File: src/rtl/fetch_unit.sv
// Instruction fetch stage: owns the PC, issues credit-limited word requests to imem and
// buffers in-order responses for decode. Optional misaligned-redirect fault: FETCH_MISALIGN_CHECK_EN.
module fetch_unit #(
    parameter logic [31:0] RESET_PC = 32'h0000_0000,
    parameter int          DEPTH    = 2
) (
    input  logic        clk_i,
    input  logic        rst_i,
    input  logic        redirect_i,
    input  logic [31:0] redirect_pc_i,
    output logic        imem_req_o,
    output logic [31:0] imem_addr_o,
    input  logic        imem_gnt_i,
    input  logic        imem_rvalid_i,
    input  logic [31:0] imem_rdata_i,
    output logic        instr_valid_o,
    output logic [31:0] instr_o,
    output logic [31:0] pc_o,
    output logic [31:0] pc_next_o,
    input  logic        instr_ready_i,
    output logic        fetch_fault_o
);
    localparam int          PW     = (DEPTH > 2) ? 2 : 1;
    localparam logic [2:0]  DEPTH3 = 3'(DEPTH);

    logic [31:0] r_fetch_pc;
    logic [2:0]  r_inflight;
    logic [2:0]  r_discard;
    logic [2:0]  r_count;
    logic [PW-1:0] r_wr_ptr, r_rd_ptr;
    logic [PW-1:0] r_pq_wr, r_pq_rd;
    logic [31:0] r_fifo_pc    [DEPTH];
    logic [31:0] r_fifo_instr [DEPTH];
    logic [31:0] r_pq         [DEPTH];

    logic [31:0] w_redir_pc;
    logic        w_fault;
    logic [2:0]  w_credit_sum;
    logic        w_grant;
    logic        w_drop;
    logic        w_accept;
    logic        w_push;
    logic        w_pop;

`ifdef FETCH_MISALIGN_CHECK_EN
    logic r_fault;

    assign w_redir_pc = redirect_pc_i;

    // A misaligned redirect parks the stage until an aligned redirect arrives.
    always_ff @(posedge clk_i) begin
        if (!rst_i) begin
            r_fault <= 1'b0;
        end else if (redirect_i) begin
            r_fault <= |redirect_pc_i[1:0];
        end
    end

    assign w_fault       = r_fault;
    assign fetch_fault_o = r_fault;
`else
    assign w_redir_pc    = redirect_pc_i & 32'hFFFF_FFFC;
    assign w_fault       = 1'b0;
    assign fetch_fault_o = 1'b0;
`endif

    // Every slot is either in flight, being discarded, or buffered; never exceed DEPTH.
    assign w_credit_sum = r_inflight + r_discard + r_count;
    assign imem_req_o   = rst_i & ~redirect_i & (w_credit_sum < DEPTH3) & ~w_fault;
    assign imem_addr_o  = r_fetch_pc;

    assign w_grant  = imem_req_o & imem_gnt_i;
    assign w_drop   = imem_rvalid_i & (r_discard != 3'd0);
    assign w_accept = imem_rvalid_i & (r_discard == 3'd0);
    assign w_push   = w_accept & ~redirect_i;
    assign w_pop    = instr_valid_o & instr_ready_i;

    always_ff @(posedge clk_i) begin
        if (!rst_i) begin
            r_fetch_pc <= RESET_PC;
            r_inflight <= 3'd0;
            r_discard  <= 3'd0;
            r_count    <= 3'd0;
            r_wr_ptr   <= '0;
            r_rd_ptr   <= '0;
            r_pq_wr    <= '0;
            r_pq_rd    <= '0;
        end else if (redirect_i) begin
            // Everything still outstanding becomes stale; one may be retiring right now.
            r_fetch_pc <= w_redir_pc;
            r_inflight <= 3'd0;
            r_discard  <= r_discard + r_inflight - {2'b00, imem_rvalid_i};
            r_count    <= 3'd0;
            r_wr_ptr   <= '0;
            r_rd_ptr   <= '0;
            r_pq_rd    <= r_pq_wr;
        end else begin
            if (w_grant) begin
                r_fetch_pc <= r_fetch_pc + 32'd4;
                r_pq_wr    <= r_pq_wr + 1'b1;
            end
            r_inflight <= r_inflight + {2'b00, w_grant} - {2'b00, w_accept};
            r_discard  <= r_discard - {2'b00, w_drop};
            if (w_push) begin
                r_wr_ptr <= r_wr_ptr + 1'b1;
                r_pq_rd  <= r_pq_rd + 1'b1;
            end
            if (w_pop) begin
                r_rd_ptr <= r_rd_ptr + 1'b1;
            end
            r_count <= r_count + {2'b00, w_push} - {2'b00, w_pop};
        end
    end

    // Storage arrays carry no reset; validity is tracked by the counters above.
    always_ff @(posedge clk_i) begin
        if (w_grant) begin
            r_pq[r_pq_wr] <= r_fetch_pc;
        end
        if (rst_i && w_push) begin
            r_fifo_pc[r_wr_ptr]    <= r_pq[r_pq_rd];
            r_fifo_instr[r_wr_ptr] <= imem_rdata_i;
        end
    end

    assign instr_valid_o = (r_count != 3'd0);
    assign instr_o       = instr_valid_o ? r_fifo_instr[r_rd_ptr] : 32'd0;
    assign pc_o          = instr_valid_o ? r_fifo_pc[r_rd_ptr] : 32'd0;
    assign pc_next_o     = pc_o + 32'd4;

endmodule
File: config.mk
export PLATFORM = sky130hd
export DESIGN_NAME = fetch_unit
export DESIGN_NICKNAME = d
export VERILOG_FILES = /design/src/rtl/fetch_unit.sv
export SDC_FILE = /design/constraint.sdc
export NUM_CORES = 1
export LEC_CHECK = 0
export BUFFER_PORTS_ARGS = -buffer_cell sky130_fd_sc_hd__buf_2
export CAP_MARGIN = 40
export CORE_ASPECT_RATIO = 0.5
export CORE_MARGIN = 2
export CORE_UTILIZATION = 60
export CTS_BUF_LIST = sky130_fd_sc_hd__clkbuf_2
export DETAILED_ROUTE_END_ITERATION = 16
export HOLD_SLACK_MARGIN = 0.02
export PLACE_DENSITY = 0.86
export SLEW_MARGIN = 25
export SYNTH_ARGS = -nofsm -noshare
export SYNTH_HDL_FRONTEND = slang
export SYNTH_SLANG_ARGS = --single-unit
File: constraint.sdc
create_clock -name clk_i -period 9.6 [get_ports clk_i]
set_input_delay 1.44 -clock clk_i [delete_from_list [all_inputs] [get_ports clk_i]]
set_output_delay 1.44 -clock clk_i [all_outputs]
set_load 0.01 [all_outputs]
### Word-level counts from Yosys, hierarchy flattened

Memory sizes are Yosys's and may differ from the RTL's. A register that Yosys moved wholly into a read port is not among the register bits.
Cells that the tools add are included.

* $add $sub $neg: 14
* $lt $le $gt $ge: 1
* mux-type cells: 17
* bitwise operators: 9
* reduce and logical (&&, ||, !) cells: 8

Operators with widths (count)
* $mux 32: 4
* $add 32x3->32 const B: 2
* $mux 1: 12
* $sub 3x1->3: 4
* $and 1x1->1: 7
* $add 3x1->3: 2
* $add 3x3->3: 2
* $reduce_bool 3->1: 2
* $add 1x1->1 const B: 4
* $reduce_bool 2->1: 2
* $logic_not 3->1: 1
* $lt 3x2->1 const B: 1
* $mux 3: 1
* $not 1->1: 2
* $reduce_and 2->1: 1
* $reduce_or 2->1: 1
* $logic_and 1x1->1: 1

* bits in registers: 45
* memory bits (writable): 192
* input port bits: 70
* output and inout port bits: 131
* word-level logic and storage cells: 61
* memories kept: 3

Memories
* r_fifo_instr: depth 2, width 32, rd ports 1, clocked after Yosys merged registers in 1, write ports 1, line 33 `logic [31:0] r_fifo_instr [DEPTH];`
* r_fifo_pc: depth 2, width 32, rd ports 1, clocked after Yosys merged registers in 1, write ports 1, line 32 `logic [31:0] r_fifo_pc [DEPTH];`
* r_pq: depth 2, width 32, rd ports 1, clocked after Yosys merged registers in 1, write ports 1, line 34 `logic [31:0] r_pq [DEPTH];`

### Depth between registers and ports, before layout

* depth in word-level cells: 7
* mapped depth: 15
* gate-level depth less buffers: 13

### Worst setup path before layout

Ideal clock, no wire load.

* kind: input -> register
* start point: in redirect_i
* end point: mem r_fifo_instr[0][0], enable pin
* library setup time: 558 ps
* data arrival time: 6214 ps
* data required time: 9042 ps
* slack: 2827 ps
* stages on the path: 4
* path buffers: 2
* cell sequence: clkbuf_1 -> nand2b_1 -> clkbuf_1 -> nor3_1

* longest elaborated chain between the ends: 5

RTL lines
* start: declaration: line 9 `input logic redirect_i,`
* $not 1->1: line 75 `assign w_push = w_accept & ~redirect_i;`
* $and 1x1->1: line 75
* $logic_and 1x1->1: line 120 `if (rst_i && w_push) begin`
* $mux 1: line 120
* $mux 1 (not written as such): line 122 `r_fifo_instr[r_wr_ptr] <= imem_rdata_i;`
* end: declaration: line 33

Every way passes these cells.

==> results.sh <==
export IMPL_status="finished clean"
export IMPL_wl_per_cell_um=18.6
export IMPL_synth_seq_area_share_pct=61.9
export IMPL_grt_max_degree=70
export IMPL_vias_per_cell=5.82
export IMPL_cp_data_arrival_time_ps=3910
export IMPL_setup_tns_ps=0
export IMPL_start_kind="flop"
export IMPL_yosys_warnings=0
export IMPL_gr_usage_all_layers_pct=25.4
export IMPL_clock_skew_ps=41.9
export IMPL_leakagePower_nw=4.65
export IMPL_dr_pass1_iters=7
export IMPL_setup_viol=0
export IMPL_antenna_found_initial=0
export IMPL_tightest_slew_ps=747
export IMPL_rsz0062_at_grt="no"
export IMPL_cts_htree_levels=2
export IMPL_finalHoldViolCount=0
export IMPL_pre_cts_slack_ps=5020
export IMPL_initial_core_util_pct=62.4
export IMPL_io_pins=201
export IMPL_drive_gt1_share_pct=31.0
export IMPL_synth_cells=812
export IMPL_rr_endpoint="r_inflight[2]"
export IMPL_grt_pass1_vias=7090
export IMPL_cts_tree="done"
export IMPL_cts_setup_buffers=0
export IMPL_cts_clk_slew_worst_paths_ps=120
export IMPL_grt_first_pass_wirelength_um=36700
export IMPL_ys_flop_type="edfxtp_1"
export IMPL_timing_rr_start="r_inflight[0]"
export IMPL_area_delta_synth_final_pct=15.5
export IMPL_synth_edf_count=184
export IMPL_antenna_cells=0
export IMPL_fmaxAchievable_ghz=0.187
export IMPL_dp_hpwl_um=16400
export IMPL_port_buffers=191
export IMPL_dieWidth_um=190
export IMPL_clkLatencyLatePin_ps=730
export IMPL_wl_um=23800
export IMPL_antenna_left=0
export IMPL_worstHoldEndpoint="r_pq[1][23]"
export IMPL_drt_initial_drc_count=607
export IMPL_syn_area_sq_um=10400
export IMPL_syn_avg_cell_area_sq_um=12.8
export IMPL_placementRows=33
export IMPL_synth_seq_cells=229
export IMPL_r2r_slack_ps=5790
export IMPL_finalNetCount=1111
export IMPL_hold_class="flop to flop"
export IMPL_vias=7465
export IMPL_fillers=1123
export IMPL_finalCritPeriodShare_pct=55.7
export IMPL_drc=0
export IMPL_synthDistinctLibCells=75
export IMPL_setup_slack_ps=4250
export IMPL_cts_repair_resized=0
export IMPL_gr_total_overflow=0
export IMPL_hold_buffers=0
export IMPL_slew_headroom_pct=50.0
export IMPL_ir_drop_mv=0.0909
export IMPL_p_per_area_nw_per_um2=167
export IMPL_post_route_min_period_ps=5350
export IMPL_root_buffer="clkbuf_2"
export IMPL_clkSinkCount=229
export IMPL_coreArea_sq_um=16600
export IMPL_whs_path_depth=0
export IMPL_fp_dieArea_sq_um=18400
export IMPL_cts_buffers=47
export IMPL_min_from="imem_addr_o[23]"
export IMPL_r2r_cells=14
export IMPL_cts_buffer_depth=3
export IMPL_end_kind="output port"
export IMPL_critPathRequiredTime_ps=8160
export IMPL_slew_viol_final=0
export IMPL_critPathKind="flop to output port"
export IMPL_path_max_fanout=48
export IMPL_cap_violations=0
export IMPL_place_congestion=0.870
export IMPL_die_y_um=97.0
export IMPL_whs_ps=556
export IMPL_synthArstFlopShare_pct=0
-- cells in the final DEF (no fill, tap or decap), drive strengths merged, types with 12 or more instances in the layout --
| cell type | Yosys | layout |
|---|---|---|
| and2 | 14 | 14 |
| buf | 24 | 205 |
| clkbuf | 21 | 69 |
| dfxtp | 45 | 45 |
| edfxtp | 184 | 184 |
| inv | 17 | 17 |
| mux2 | 35 | 35 |
| mux2i | 59 | 59 |
| nand2 | 57 | 57 |
| nand3 | 27 | 27 |
| nand4 | 15 | 15 |
| nor2 | 85 | 85 |
| nor3 | 16 | 16 |
| nor4 | 12 | 12 |
| o21ai | 18 | 18 |
| xnor2 | 14 | 14 |
| xor2 | 26 | 26 |
-- critical path, stage by stage, from the launching register on --
cell	delay, ps
dfxtp_4	510
buf_4	520
mux2i_1	200
a211oi_1	490
nand4_1	570
nor4_1	510
xor2_1	220
buf_2	160
-- sequential cells by signal (all words and copies together), names as in the netlist, named ones only --
| register | flops |
|---|---|
| r_pq_rd | 1 |
| imem_addr_o | 30 |
| r_fifo_instr | 64 |
| r_fifo_pc | 60 |
| r_pq_wr | 1 |
| r_discard | 3 |
| r_rd_ptr | 1 |
| r_count | 3 |
| r_inflight | 3 |
| r_pq | 60 |
| r_wr_ptr | 1 |
-- layout make-up --
type	count	area (sq um)	area share [%]
clock buffer	69	345	2.88
timing repair buffer	205	1120	9.37
clock inverter	8	31.3	0.261
sequential	229	6430	53.6
tap	227	284	2.37
multi-input combinational	527	3710	30.9
inverter	17	63.8	0.532
-- synthesized netlist by cell type (all sizes together), types with 2 or more instances --
master,number,share of area [%]
clkbuf,21,0.76
a22oi,3,0.22
and2,14,0.84
nand3b,10,0.72
nor2,85,3.1
o31ai,7,0.55
buf,24,1.3
o21ai,18,0.87
o211ai,5,0.36
and3,7,0.42
nor3b,4,0.29
fa,4,0.77
inv,17,0.61
o31a,4,0.35
xor2,26,2.2
ha,10,1.2
xnor2,14,1.3
nor4,12,0.72
nand4,15,1.1
mux2,35,3.8
a31oi,10,0.60
nor3,16,0.77
nand4b,2,0.17
a21oi,10,0.48
o311ai,3,0.25
a221o,3,0.29
mux2i,59,5.7
nand2b,2,0.12
or3,2,0.12
a21boi,3,0.22
o2bb2ai,3,0.25
dfxtp,45,8.7
o41ai,2,0.24
nand3,27,1.3
nand2,57,2.1
edfxtp,184,53
or4,9,0.69
a21o,5,0.37
a211oi,10,0.72
and4,5,0.43
-- per-layer routing --
| layer | global-route usage [%] | up-vias | wire [um] |
|---|---|---|---|
| met5 | 0 | - | 0 |
| met4 | 6.86 | 0 | 442 |
| met3 | 6.39 | 49 | 2570 |
| met2 | 39.9 | 426 | 10600 |
| met1 | 35.5 | 3506 | 10200 |
| li1 | - | 3484 | - |
-- cells by family (layout without fill, tap and decap cells) --
kind of cell / Yosys count / after routing / share of synthesized area, %
muxes: 94 / 94 / 9.49
and+or+nand+nor: 271 / 271 / 13.2
other: 1 / 7 / 0.0361
AOI/OAI and AO/OA: 100 / 100 / 7.01
buffers and inverters: 62 / 299 / 2.72
xor gates and xnor gates: 41 / 41 / 3.66
DFF: 229 / 229 / 61.9
adders and majority gates: 14 / 14 / 1.98
-- worst max path at each step --
stage | slack, ps | endpoint | start
finish | 4250 | pc_next_o[21] | flop
global route | 3850 | pc_next_o[21] | flop
CTS | 4240 | pc_next_o[21] | flop
detailed placement | 5020 | r_inflight[2] | rst_i
global placement | 4680 | pc_next_o[21] | flop
floorplan | 2830 | r_fifo_instr[0][0] | redirect_i
-- power breakdown --
group	total, mW	internal (mW)	switching [mW]
Sequential	1.16	1.12	0.0378
Clock	0.530	0.187	0.343
Combinational	0.308	0.126	0.183
-- metrics by stage --
step                power [mW]  area [sq um]  std cells  utilization [%]
finish                    2.00         12000       1282             72.0
global route              2.10         12000       1282             72.0
CTS                       2.00         11900       1278             71.6
detailed placement        1.48         11500       1201             69.3
global placement          1.47         11500       1200             69.2
floorplan                 1.37         10400        818                -
Note: power is estimated with default switching activity, not from simulation.
